<file path="src/rtl/instruction_loader_if.sv">
// -----------------------------------------------------------------------------
// instruction_loader_if
//   Bundles the byte-stream input, the instruction-memory write port and the
//   load status signals of instruction_loader.
//   slave  : loader side (consumes i_*, drives o_*)
//   master : debug unit / memory side (drives i_*, observes o_*)
//   Signals: i_start, i_rx_data[7:0], i_rx_valid, i_mem_full,
//            o_instruction_write, o_instruction[WORD_SIZE_IN_BYTES*8-1:0],
//            o_busy, o_load_done, o_error, o_word_count,
//            o_timeout (only with INSTRUCTION_LOADER_TIMEOUT_EN defined)
// -----------------------------------------------------------------------------
interface instruction_loader_if #(
    parameter int WORD_SIZE_IN_BYTES = 4,
    parameter int MAX_WORDS          = 64
);
    localparam int WORD_W = WORD_SIZE_IN_BYTES * 8;
    localparam int CNT_W  = $clog2(MAX_WORDS + 1);

    logic              i_start;
    logic [7:0]        i_rx_data;
    logic              i_rx_valid;
    logic              i_mem_full;
    logic              o_instruction_write;
    logic [WORD_W-1:0] o_instruction;
    logic              o_busy;
    logic              o_load_done;
    logic              o_error;
    logic [CNT_W-1:0]  o_word_count;
`ifdef INSTRUCTION_LOADER_TIMEOUT_EN
    logic              o_timeout;
`endif

    modport slave (
        input  i_start, i_rx_data, i_rx_valid, i_mem_full,
        output o_instruction_write, o_instruction, o_busy, o_load_done,
               o_error, o_word_count
`ifdef INSTRUCTION_LOADER_TIMEOUT_EN
        , output o_timeout
`endif
    );

    modport master (
        output i_start, i_rx_data, i_rx_valid, i_mem_full,
        input  o_instruction_write, o_instruction, o_busy, o_load_done,
               o_error, o_word_count
`ifdef INSTRUCTION_LOADER_TIMEOUT_EN
        , input o_timeout
`endif
    );
endinterface

</file>
<file path="src/rtl/instruction_loader.sv">
// -----------------------------------------------------------------------------
// instruction_loader
//   Loads a program into the instruction memory from a byte stream. Bytes are
//   assembled big-endian into words; each complete word gets a one-cycle write
//   strobe. The load ends on the HALT word (clean) or on memory full / capacity
//   reached (o_error set). o_load_done then lets the debug unit release the
//   pipeline.
//   Ports: i_clk, i_reset (async, active high), bus (instruction_loader_if.slave)
//   Optional: INSTRUCTION_LOADER_TIMEOUT_EN adds TIMEOUT_CYCLES and o_timeout;
//   a stalled partial word is then dropped after TIMEOUT_CYCLES idle cycles.
//   Requires WORD_SIZE_IN_BYTES >= 2.
// -----------------------------------------------------------------------------
module instruction_loader #(
    parameter int                            WORD_SIZE_IN_BYTES = 4,
    parameter logic [WORD_SIZE_IN_BYTES*8-1:0] HALT_WORD        = {WORD_SIZE_IN_BYTES{8'hFF}},
    parameter int                            MAX_WORDS          = 64
`ifdef INSTRUCTION_LOADER_TIMEOUT_EN
    , parameter int                          TIMEOUT_CYCLES     = 1_000_000
`endif
) (
    input logic                  i_clk,
    input logic                  i_reset,
    instruction_loader_if.slave  bus
);
    localparam int WORD_W = WORD_SIZE_IN_BYTES * 8;
    localparam int CNT_W  = $clog2(MAX_WORDS + 1);
    localparam int BI_W   = $clog2(WORD_SIZE_IN_BYTES);
    localparam logic [BI_W-1:0]  LAST_IDX = BI_W'(WORD_SIZE_IN_BYTES - 1);
    localparam logic [CNT_W-1:0] MAX_CNT  = CNT_W'(MAX_WORDS);

    typedef enum logic [1:0] {IDLE, LOAD, WRITE, DONE} state_t;

    state_t            state;
    logic [BI_W-1:0]   byte_idx;
    logic [WORD_W-1:0] shreg;
    logic [WORD_W-1:0] next_word;

`ifdef INSTRUCTION_LOADER_TIMEOUT_EN
    localparam int TO_W = $clog2(TIMEOUT_CYCLES + 1);
    logic [TO_W-1:0] to_cnt;
`endif

    // First byte ends up in the MSB after WORD_SIZE_IN_BYTES shifts.
    assign next_word = {shreg[WORD_W-9:0], bus.i_rx_data};

    always_ff @(posedge i_clk or posedge i_reset) begin
        if (i_reset) begin
            state                   <= IDLE;
            byte_idx                <= '0;
            shreg                   <= '0;
            bus.o_instruction_write <= 1'b0;
            bus.o_instruction       <= '0;
            bus.o_busy              <= 1'b0;
            bus.o_load_done         <= 1'b0;
            bus.o_error             <= 1'b0;
            bus.o_word_count        <= '0;
`ifdef INSTRUCTION_LOADER_TIMEOUT_EN
            bus.o_timeout           <= 1'b0;
            to_cnt                  <= '0;
`endif
        end else begin
            bus.o_instruction_write <= 1'b0;
            case (state)
                IDLE, DONE: begin
                    if (bus.i_start) begin
                        state            <= LOAD;
                        byte_idx         <= '0;
                        bus.o_word_count <= '0;
                        bus.o_error      <= 1'b0;
                        bus.o_busy       <= 1'b1;
                        bus.o_load_done  <= 1'b0;
`ifdef INSTRUCTION_LOADER_TIMEOUT_EN
                        bus.o_timeout    <= 1'b0;
                        to_cnt           <= '0;
`endif
                    end
                end

                LOAD: begin
                    if (bus.i_rx_valid) begin
                        shreg <= next_word;
                        if (byte_idx == LAST_IDX) begin
                            // Strobe and count are registered so both show up
                            // in the WRITE cycle, one cycle after the last byte.
                            byte_idx                <= '0;
                            bus.o_instruction       <= next_word;
                            bus.o_instruction_write <= 1'b1;
                            if (bus.o_word_count != MAX_CNT)
                                bus.o_word_count <= bus.o_word_count + 1'b1;
                            state <= WRITE;
                        end else begin
                            byte_idx <= byte_idx + 1'b1;
                        end
                    end
`ifdef INSTRUCTION_LOADER_TIMEOUT_EN
                    if (bus.i_rx_valid || byte_idx == '0) begin
                        to_cnt <= '0;
                    end else if (to_cnt == TO_W'(TIMEOUT_CYCLES - 1)) begin
                        // This idle cycle is the TIMEOUT_CYCLES-th: drop the partial word.
                        to_cnt        <= '0;
                        byte_idx      <= '0;
                        shreg         <= '0;
                        bus.o_timeout <= 1'b1;
                    end else begin
                        to_cnt <= to_cnt + 1'b1;
                    end
`endif
                end

                WRITE: begin
                    // A byte arriving while the strobe is out starts the next word.
                    if (bus.i_rx_valid) begin
                        shreg    <= next_word;
                        byte_idx <= BI_W'(1);
                    end
                    if (bus.o_instruction == HALT_WORD) begin
                        state           <= DONE;
                        bus.o_busy      <= 1'b0;
                        bus.o_load_done <= 1'b1;
                    end else if (bus.i_mem_full || bus.o_word_count == MAX_CNT) begin
                        state           <= DONE;
                        bus.o_busy      <= 1'b0;
                        bus.o_load_done <= 1'b1;
                        bus.o_error     <= 1'b1;
                    end else begin
                        state <= LOAD;
                    end
                end

                default: state <= IDLE;
            endcase
        end
    end
endmodule

</file>
<file path="src/flat_wrapper.sv">
// flat-port wrapper written by rule: the top's interface ports become plain ports
module instruction_loader_flat 
#(
    parameter int                            WORD_SIZE_IN_BYTES = 4,
    parameter logic [WORD_SIZE_IN_BYTES*8-1:0] HALT_WORD        = {WORD_SIZE_IN_BYTES{8'hFF}},
    parameter int                            MAX_WORDS          = 64

)
  (i_clk, i_reset, bus_i_start, bus_i_rx_data, bus_i_rx_valid, bus_i_mem_full, bus_o_instruction_write, bus_o_instruction, bus_o_busy, bus_o_load_done, bus_o_error, bus_o_word_count);
  instruction_loader_if #(.WORD_SIZE_IN_BYTES(WORD_SIZE_IN_BYTES), .MAX_WORDS(MAX_WORDS)) bus_i ();
  input logic i_clk;
  input logic i_reset;
  input wire logic [$bits(bus_i.i_start)-1:0] bus_i_start;
  input wire logic [$bits(bus_i.i_rx_data)-1:0] bus_i_rx_data;
  input wire logic [$bits(bus_i.i_rx_valid)-1:0] bus_i_rx_valid;
  input wire logic [$bits(bus_i.i_mem_full)-1:0] bus_i_mem_full;
  output wire logic [$bits(bus_i.o_instruction_write)-1:0] bus_o_instruction_write;
  output wire logic [$bits(bus_i.o_instruction)-1:0] bus_o_instruction;
  output wire logic [$bits(bus_i.o_busy)-1:0] bus_o_busy;
  output wire logic [$bits(bus_i.o_load_done)-1:0] bus_o_load_done;
  output wire logic [$bits(bus_i.o_error)-1:0] bus_o_error;
  output wire logic [$bits(bus_i.o_word_count)-1:0] bus_o_word_count;
  assign bus_i.i_start = bus_i_start;
  assign bus_i.i_rx_data = bus_i_rx_data;
  assign bus_i.i_rx_valid = bus_i_rx_valid;
  assign bus_i.i_mem_full = bus_i_mem_full;
  assign bus_o_instruction_write = bus_i.o_instruction_write;
  assign bus_o_instruction = bus_i.o_instruction;
  assign bus_o_busy = bus_i.o_busy;
  assign bus_o_load_done = bus_i.o_load_done;
  assign bus_o_error = bus_i.o_error;
  assign bus_o_word_count = bus_i.o_word_count;
  instruction_loader #(.WORD_SIZE_IN_BYTES(WORD_SIZE_IN_BYTES), .HALT_WORD(HALT_WORD), .MAX_WORDS(MAX_WORDS)) u_core (.i_clk(i_clk), .i_reset(i_reset), .bus(bus_i));
endmodule
</file>
<file path="config.mk">
export PLATFORM = sky130hd
export DESIGN_NAME = instruction_loader_flat
export DESIGN_NICKNAME = d
export VERILOG_FILES = /design/src/rtl/instruction_loader_if.sv /design/src/rtl/instruction_loader.sv /design/src/flat_wrapper.sv
export SDC_FILE = /design/constraint.sdc
export NUM_CORES = 1
export LEC_CHECK = 0
export ABC_CLOCK_PERIOD_IN_PS = 3100
export CAP_MARGIN = 20
export CORE_ASPECT_RATIO = 1.1
export CORE_MARGIN = 3
export CORE_UTILIZATION = 62
export CTS_CLUSTER_SIZE = 30
export DETAILED_ROUTE_END_ITERATION = 12
export DONT_BUFFER_PORTS = 1
export PLACE_DENSITY = 0.9
export SYNTH_ARGS = -nofsm -noshare
export SYNTH_HDL_FRONTEND = slang
export SYNTH_SLANG_ARGS = --single-unit
</file>
<file path="constraint.sdc">
create_clock -name i_clk -period 3.1 [get_ports i_clk]
set_clock_uncertainty 0.15 [all_clocks]
set_input_delay 0.62 -clock i_clk [delete_from_list [all_inputs] [get_ports i_clk]]
set_output_delay 0.62 -clock i_clk [all_outputs]
set_load 0.02 [all_outputs]
</file>
After elaboration in Yosys (flattened, before gate mapping)
Index checks and enable logic that the tools add are counted.
{ "classes": {"add_sub_neg": 2, "eq_ne": 15, "n_mux": 29, "reduce_logical": 13} }
{ "ops": {"columns": ["operator", "n"], "rows": [
  ["== test 32 bit, second input constant", 1],
  ["two-way mux 7 bit", 4],
  ["two-way mux 2 bit", 9],
  ["case mux 7 bit (2 select lines)", 1],
  ["case mux 2 bit (3 select lines)", 2],
  ["AND reduction 3 bit", 4],
  ["two-way mux 1 bit", 10],
  ["inequality test 2 bit, second input constant", 4],
  ["adder 7 x 1 -> 7 bit, second input constant", 1],
  ["== test 7 bit, second input constant", 1],
  ["inequality test 7 bit, second input constant", 1],
  ["== test 2 bit, second input constant", 3],
  ["inequality test 2 x 1 -> 1 bit, second input constant", 3],
  ["case mux 1 bit (2 select lines)", 3],
  ["AND reduction 5 bit", 1],
  ["AND reduction 4 bit", 1],
  ["nonzero test 2 bit", 2],
  ["OR reduction 2 bit", 2],
  ["inequality test 3 x 1 -> 1 bit, second input constant", 1],
  ["adder 2 x 1 -> 2 bit, second input constant", 1],
  ["== test 2 x 1 -> 1 bit, second input constant", 1],
  ["logical NOT 2 bit", 1],
  ["AND reduction 2 bit", 1],
  ["logical OR 1 bit", 1]
]} }
{ "totals": {"register_bits": 71, "out_inout_bits": 43} }

Longest topological paths before layout
Gate-level depths: netlist of run 1.
{ "depth": {"ltp_word": 5, "depth_mapped": 8, "ltp_nobuf": 6} }

Worst setup path after synthesis of run 1
OpenSTA, ideal clock, no wires.
{ "synth_timing": {"path_kind": "flip-flop to flip-flop", "from": "register u_core.bus.o_word_count[0] (netlist bit)", "to": "register u_core.bus.o_word_count[5] (netlist bit)", "arrival_ps": 1829, "required_ps": 2873, "path_slack_ps": 1044, "path_stages_with_launch": 7, "path_buffers": 0, "period_less_slack_ps": 2056, "cell_sequence": "dfrtp_1 -> inv_1 -> ha_1 -> and3_1 -> a211o_1 -> or4_1 -> a21oi_1"} }
{ "synth_via": {"elab_chain_cells": 5, "elab_cells_between_ends": 8, "cone_classes": "1 x add/sub; 2 x eq/ne; 4 x mux; 1 x reduce/logical"} }
{ "synth_lines": {"columns": ["item", "line_no", "source"], "rows": [
  ["from (decl)", "instruction_loader_if.sv:36", "o_error, o_word_count"],
  ["from (signal assigned)", "instruction_loader.sv:89", "bus.o_word_count <= bus.o_word_count + 1'b1;"],
  ["adder 7 x 1 -> 7 bit", "instruction_loader.sv:89", null],
  ["two-way mux 7 bit", "instruction_loader.sv:88", "if (bus.o_word_count != MAX_CNT)"],
  ["two-way mux 7 bit", "instruction_loader.sv:82", "if (byte_idx == LAST_IDX) begin"],
  ["two-way mux 7 bit", "instruction_loader.sv:80", "if (bus.i_rx_valid) begin"],
  ["case mux 7 bit (2 select lines)", "instruction_loader.sv:63", "case (state)"]
]} }
Parallel ways exist; a longest one is shown, timed or not. The select of a mux whose other input is x is not followed.
A chain may end at the register's enable or synchronous reset.

Final worst setup path of run 1
Same ends and word-level chain as after synthesis.

==> flow_summary.yaml, run 1 <==
drt:
  vias_per_cell: 6.204
  dr.pass1.iters: 4
  num_vias: 1793
  wl_per_cell_um: 18.76
  drc: 0
  dr.first_iter.drc_count: 79
  postRouteAntennaNets: 0
  drt-total-wl_mm: 5.421
cts:
  clkTransAtPathRegs_ns: 0.07
  cts.path.max_buffers: 2
  htree_num_levels: 3
  cts_hold_buf: 0
  post_cts_buffers: 0
  cts_tree: "built"
  cts_resized: 0
  clock_sinks: 71
  insertion_delay_ns: 0.34
  cts_made_buffers: 9
  cts-root-buf: "clkbuf_8"
logic_synthesis:
  ys_seq_area_frac: 0.5922
  synth_cell_types: 30
  synth_edf_count: 0
  async_flop_share: 1.000
  syn_area_mm2: 0.003000
  syn_nets: 244
  netlist_instances: 225
  netlist.top_cell.by_area: "dfrtp_1"
  synth_warnings: 0
  synth-main-ff-cell: "dfrtp_1"
  yosysMostFrequentCell: "dfrtp_1"
  synth_area_leaders: "dfrtp_1, mux2_2, ha_1, o21ai_0, nand4_1"
  postSynthAreaPerCell_um2: 13.34
  yosysTopAreaCellShare: 0.5922
  yosys-top-cells-count: "dfrtp_1, mux2_2, o21ai_0"
  synth-seq-cells: 71
critical_path:
  cp_cell_sequence: "inv_1 > ha_1 > and3_1 > a211o_1 > or4_1 > a21oi_1"
  max_stage_delay_ns: 0.53
  worstSetupPathType: "flip-flop to flip-flop"
  required_ns: 3.21
  end_kind: "flip-flop"
  crit_path_top_delay_cell: "dfrtp_1"
  crit_arrival_ns: 2.42
  start_kind: "flip-flop"
  worst-path-max-fanout: 14
floorplanning:
  die_h_um: 78.96
  io_pins: 56
  fp-row-count: 25
  core_mm2: 0.004473
  die_area_mm2: 0.005711
  initial_core_util: 0.6708
  dieWidth_um: 72.33
hold_path:
  hp-class: "input port to asynchronous set/reset pin"
global_route:
  antenna_found_initial: 0
  overflow: 0
  grt_pass1_wl_mm: 9.156
  grt.total_usage: 0.2131
  grt_max_degree: 72
  grt_pass1_vias: 1893
cells_and_area:
  design_area_mm2: 0.003233
  fillers: 283
  stdcell_count: 289
  nNetsFinal: 249
  final_layout_size_suffix_gt1_frac: 0.3234
  n_antenna_cell: 0
  syn_to_final_growth_pct: 7.756
placement:
  placedInstanceArea_mm2: 0.003042
  io_buffers: 0
  gp_congestion: 0.8362
  dp_hpwl_mm: 3.802
  placedCellCount: 273
timing:
  setup_viol: 0
  slew_viol_final: 0
  hold_slack_ns: 0.2695
  rsz0062_at_grt: "no"
  fin_setup_tns_ns: 0
  period_minus_slack_ns: 2.307
  fin_crit_sh: 0.7441
  tightest_slew_ns: 0.8616
  relSlewSlack: 0.4256
  max_freq_mhz: 433.5
  hold_violations: 0
job:
  maxCapViolCount: 0
pwr:
  leakagePower_nw: 1.430
  max-vdd-ir-drop_mv: 0.6101
  p_per_area_mw_per_mm2: 1067
  finalPower_w: 0.003451
status:
  outcome: "completed"
-- where the power goes --
group	internal (W)	switching (W)	total, W
registers	0.00134	0.000673	0.00201
clock network	0.000393	0.000317	0.000711
logic	0.000427	0.000300	0.000727
total	0.00216	0.00129	0.00345
-- through the flow --
stage	util	setup slack (ns)
after global placement	0.6800	0.8706
after global routing	0.7228	0.6171
final	0.7228	0.7931
after detailed placement	0.6800	0.8094
after CTS	0.7228	0.7778
after floorplan	-	0.5334
-- per-layer routing --
| metal | share of wire | global-route usage | vias up |
|---|---|---|---|
| li1 | - | - | 831 |
| met2 | 0.49 | 0.3306 | 63 |
| met5 | 0 | 0 | - |
| met3 | 0.11 | 0.1127 | 2 |
| met4 | 0.0024 | 0.05075 | 0 |
| met1 | 0.40 | 0.2629 | 897 |
-- layout by cell type, fill, tap and decap left out --
cell / count
and3_1: 1
clkbuf_1: 3
nor4_1: 3
inv_2: 1
nand4b_1: 1
o31ai_1: 4
a211o_1: 1
bufinv_16: 1
o221ai_1: 1
nor2b_1: 1
mux2i_1: 1
nand4_1: 8
ha_1: 6
nand2_1: 11
clkinv_2: 1
nand3_1: 5
or3_1: 5
a21oi_1: 7
a31o_2: 1
nand2b_1: 2
inv_1: 7
mux2_2: 56
or4_1: 1
and2_1: 1
nor2_1: 3
nor3b_1: 1
a21o_1: 1
buf_4: 3
a21boi_4: 1
dfrtp_1: 71
o21ai_0: 14
or3b_2: 1
clkbuf_8: 10
clkinvlp_4: 1
-- worst max-delay path: cells and delay by family (launching register included) --
| kind | cells | cell delay [ns] |
|---|---|---|
| simple gates | 2 | 0.64 |
| buf+inv | 1 | 0.11 |
| fa+ha+maj | 1 | 0.22 |
| compound gates | 2 | 0.57 |
| flops | 1 | 0.53 |
-- final cells by class --
cell class                 count  area, um^2  share of cell area
sequential                    71        1777              0.5495
multi-input combinational    137        1145              0.3541
timing repair buffer           3       22.52            0.006966
tap                           54       67.56             0.02090
clock buffer                  13       148.9             0.04605
inverter                       8       30.03            0.009288
clock inverter                 3       42.54             0.01316
-- kinds of logic after synthesis --
logic type               share of synthesized area
AND/OR/NAND/NOR                            0.08049
flip-flops                                  0.5922
adder cells (fa/ha/maj)                    0.02502
buffers and inverters                      0.02627
multiplexers                                0.2135
AO/OA/AOI/OAI                              0.06256
-- path summary, 6_finish.rpt --
path | slack [ns] | to | startpoint | cells past startpoint
setup / recovery | 0.79 | u_core.bus.o_word_count[5]$_DFFE_PP0P_ | u_core.bus.o_word_count[0]$_DFFE_PP0P_ | 6
hold / removal | 0.27 | u_core.bus.o_instruction_write$_DFF_PP0_ | i_reset | 2
setup reg to reg | 0.79 | u_core.bus.o_word_count[5]$_DFFE_PP0P_ | u_core.bus.o_word_count[0]$_DFFE_PP0P_ | 6
hold reg to reg | 0.35 | u_core.bus.o_instruction[28]$_DFFE_PP0P_ | u_core.shreg[20]$_DFFE_PP0P_ | 1
max in group asynchronous | 1.96 | u_core.state[1]$_DFFE_PP0P_ | i_reset | 2
min in group i_clk | 0.28 | u_core.bus.o_instruction[7]$_DFFE_PP0P_ | bus_i_rx_data[7] | 1
-- sequential cells by signal, indices dropped and copies added (netlist names) --
| name | cells |
|---|---|
| u_core.bus.o_busy | 1 |
| u_core.bus.o_instruction | 32 |
| u_core.shreg | 24 |
| u_core.bus.o_error | 1 |
| u_core.byte_idx | 2 |
| u_core.bus.o_load_done | 1 |
| u_core.bus.o_word_count | 7 |
| u_core.bus.o_instruction_write | 1 |
| u_core.state | 2 |
No activity file was read; power rests on OpenSTA's default activity.
==> run 2: changes to the inputs <==
--- a/config.mk
+++ b/config.mk
@@ -5,15 +5,15 @@
 export SDC_FILE = /design/constraint.sdc
 export NUM_CORES = 1
 export LEC_CHECK = 0
-export ABC_CLOCK_PERIOD_IN_PS = 3100
+export ABC_CLOCK_PERIOD_IN_PS = 2100
 export CAP_MARGIN = 20
 export CORE_ASPECT_RATIO = 1.1
 export CORE_MARGIN = 3
-export CORE_UTILIZATION = 62
+export CORE_UTILIZATION = 56
 export CTS_CLUSTER_SIZE = 30
 export DETAILED_ROUTE_END_ITERATION = 12
 export DONT_BUFFER_PORTS = 1
-export PLACE_DENSITY = 0.9
+export PLACE_DENSITY = 0.86
 export SYNTH_ARGS = -nofsm -noshare
 export SYNTH_HDL_FRONTEND = slang
 export SYNTH_SLANG_ARGS = --single-unit
==> constraint.sdc (replaced) <==
create_clock -name i_clk -period 2.1 [get_ports i_clk]
set_clock_uncertainty 0.15 [all_clocks]
set_input_delay 0.42 -clock i_clk [delete_from_list [all_inputs] [get_ports i_clk]]
set_output_delay 0.42 -clock i_clk [all_outputs]
set_load 0.02 [all_outputs]
==> flow_summary.yaml, run 2 (synthesized netlist as in run 1, its figures left out) <==
floorplanning:
  initial_core_util: 0.5882
  dieWidth_um: 75.79
  core_mm2: 0.005101
  io_pins: 56
  fp-row-count: 27
  die_h_um: 82.77
  die_area_mm2: 0.006273
hold_path:
  hold_depth: 1
  hp-class: "input port to flip-flop"
cells_and_area:
  top_regs: "u_core.bus.o_instruction (32), u_core.shreg (24), u_core.bus.o_word_count (7)"
  n_antenna_cell: 0
  fillers: 358
  stdcell_count: 328
  syn_to_final_growth_pct: 16.68
  final_layout_size_suffix_gt1_frac: 0.4219
  largest-register: "u_core.bus.o_instruction"
  multi_input_area_mm2: 0.001189
  mostFrequentLayoutCells: "dfrtp_1, mux2_2, buf_4"
  nNetsFinal: 270
  largest_reg_flops: 32
  seq_area_mm2: 0.001777
  layout_commonest_cell: "dfrtp_1"
critical_path:
  required_ns: 2.21
  crit_arrival_ns: 2.18
  worstSetupPathType: "flip-flop to flip-flop"
  worst-path-max-fanout: 5
  cp_cell_sequence: "buf_4 > ha_4 > mux2i_1 > a211o_1 > buf_6 > or3_4 > a21oi_2"
  max_stage_delay_ns: 0.38
  crit_path_top_delay_cell: "dfrtp_1"
  worstRegToRegCells: 7
  start_kind: "flip-flop"
  end_kind: "flip-flop"
drt:
  dr.first_iter.drc_count: 59
  num_vias: 1869
  drc: 0
  route.met3.wl_um: 464
  vias_per_cell: 5.698
  top_layer_used: "met4"
  wl_per_cell_um: 17.27
  drt-total-wl_mm: 5.664
  wl_met2_mm: 2.839
  postRouteAntennaNets: 0
  m1WireLength_mm: 2.309
  dr.pass1.iters: 4
cts:
  insertion_delay_ns: 0.33
  cts_tree: "built"
  cts-root-buf: "clkbuf_8"
  cts.path.max_buffers: 2
  htree_num_levels: 3
  cts_made_buffers: 9
  clock_sinks: 71
  clkTransAtPathRegs_ns: 0.07
placement:
  placedCellCount: 309
  io_buffers: 0
  preCtsSetupSlack_ns: 0.02916
  dp_hpwl_mm: 4.107
  gp_congestion: 0.8529
timing:
  hold_slack_ns: 0.08157
  max_freq_mhz: 485.2
  setup_slack_ns: 0.03884
  slew_viol_final: 0
  period_minus_slack_ns: 2.061
  setup_viol: 0
  hold_violations: 0
  fin_crit_sh: 0.9815
  tightest_slew_ns: 0.5079
  relSlewSlack: 0.6601
global_route:
  grt_pass1_vias: 1944
  antenna_found_initial: 0
  grt.total_usage: 0.1997
  overflow: 0
  grt_max_degree: 72
  grt_pass1_wl_mm: 9.225
job:
  maxCapViolCount: 0
pwr:
  max-vdd-ir-drop_mv: 0.9951
  p_per_area_mw_per_mm2: 1532
  leakagePower_nw: 1.557
status:
  outcome: "completed"
==> run 2: area by class of cell <==
class                   count  share of cell area
repair buffers             24             0.06147
clock inverters             6             0.01680
well taps                  72             0.02573
flip-flops and latches     71              0.5075
inverters                   8            0.009650
multi-input cells         137              0.3395
clock buffers              10             0.03931
==> run 2: power breakdown <==
| group | leakage [nW] | switching [W] | internal, W | total [W] |
|---|---|---|---|---|
| Sequential | 0.870 | 0.000837 | 0.00198 | 0.00282 |
| Clock | 0.106 | 0.000481 | 0.000576 | 0.00106 |
| Combinational | 0.581 | 0.000661 | 0.000826 | 0.00149 |
==> run 2: path summary, 6_finish.rpt <==
kind / start / slack (ns) / endpoint
max: u_core.state[1]$_DFFE_PP0P_ / 0.04 / u_core.bus.o_word_count[6]$_DFFE_PP0P_
min: bus_i_rx_data[4] / 0.08 / u_core.shreg[4]$_DFFE_PP0P_
max reg2reg: u_core.state[1]$_DFFE_PP0P_ / 0.04 / u_core.bus.o_word_count[6]$_DFFE_PP0P_
min reg2reg: u_core.byte_idx[1]$_DFFE_PP0P_ / 0.35 / u_core.byte_idx[1]$_DFFE_PP0P_
max in group asynchronous: i_reset / 1.00 / u_core.shreg[16]$_DFFE_PP0P_
min in group asynchronous: i_reset / 0.50 / u_core.state[1]$_DFFE_PP0P_
==> run 2: repair_timing <==
action,4_1_cts,5_1_grt
gates resized for setup,0,11
hold buffers,1,0
setup endpoints to repair,0,5
setup buffers,0,2
hold endpoints to repair,71,0
==> run 2: critical path, delay by kind of cell, from the launching register on <==
kind / cells / cell delay (ns)
compound gates: 2 / 0.47
fa+ha+maj: 1 / 0.27
buf+inv: 2 / 0.30
flops: 1 / 0.38
mux: 1 / 0.08
simple gates: 1 / 0.36
==> run 2: metal layers <==
metal,up-vias,track usage
met1,940,0.2496
met5,-,0
li1,865,-
met4,0,0.06818
met3,6,0.06867
met2,58,0.3228
==> run 2: through the flow <==
step | cell area [um^2] | power [W] | utilization | TNS (ns)
after floorplan | 3004 | 0.003748 | - | 0
after global placement | 3228 | 0.004190 | 0.6328 | 0
after detailed placement | 3228 | 0.004304 | 0.6328 | 0
after CTS | 3435 | 0.005374 | 0.6733 | 0
after global routing | 3501 | 0.005705 | 0.6863 | -0.03069
final | 3501 | 0.005362 | 0.6863 | 0
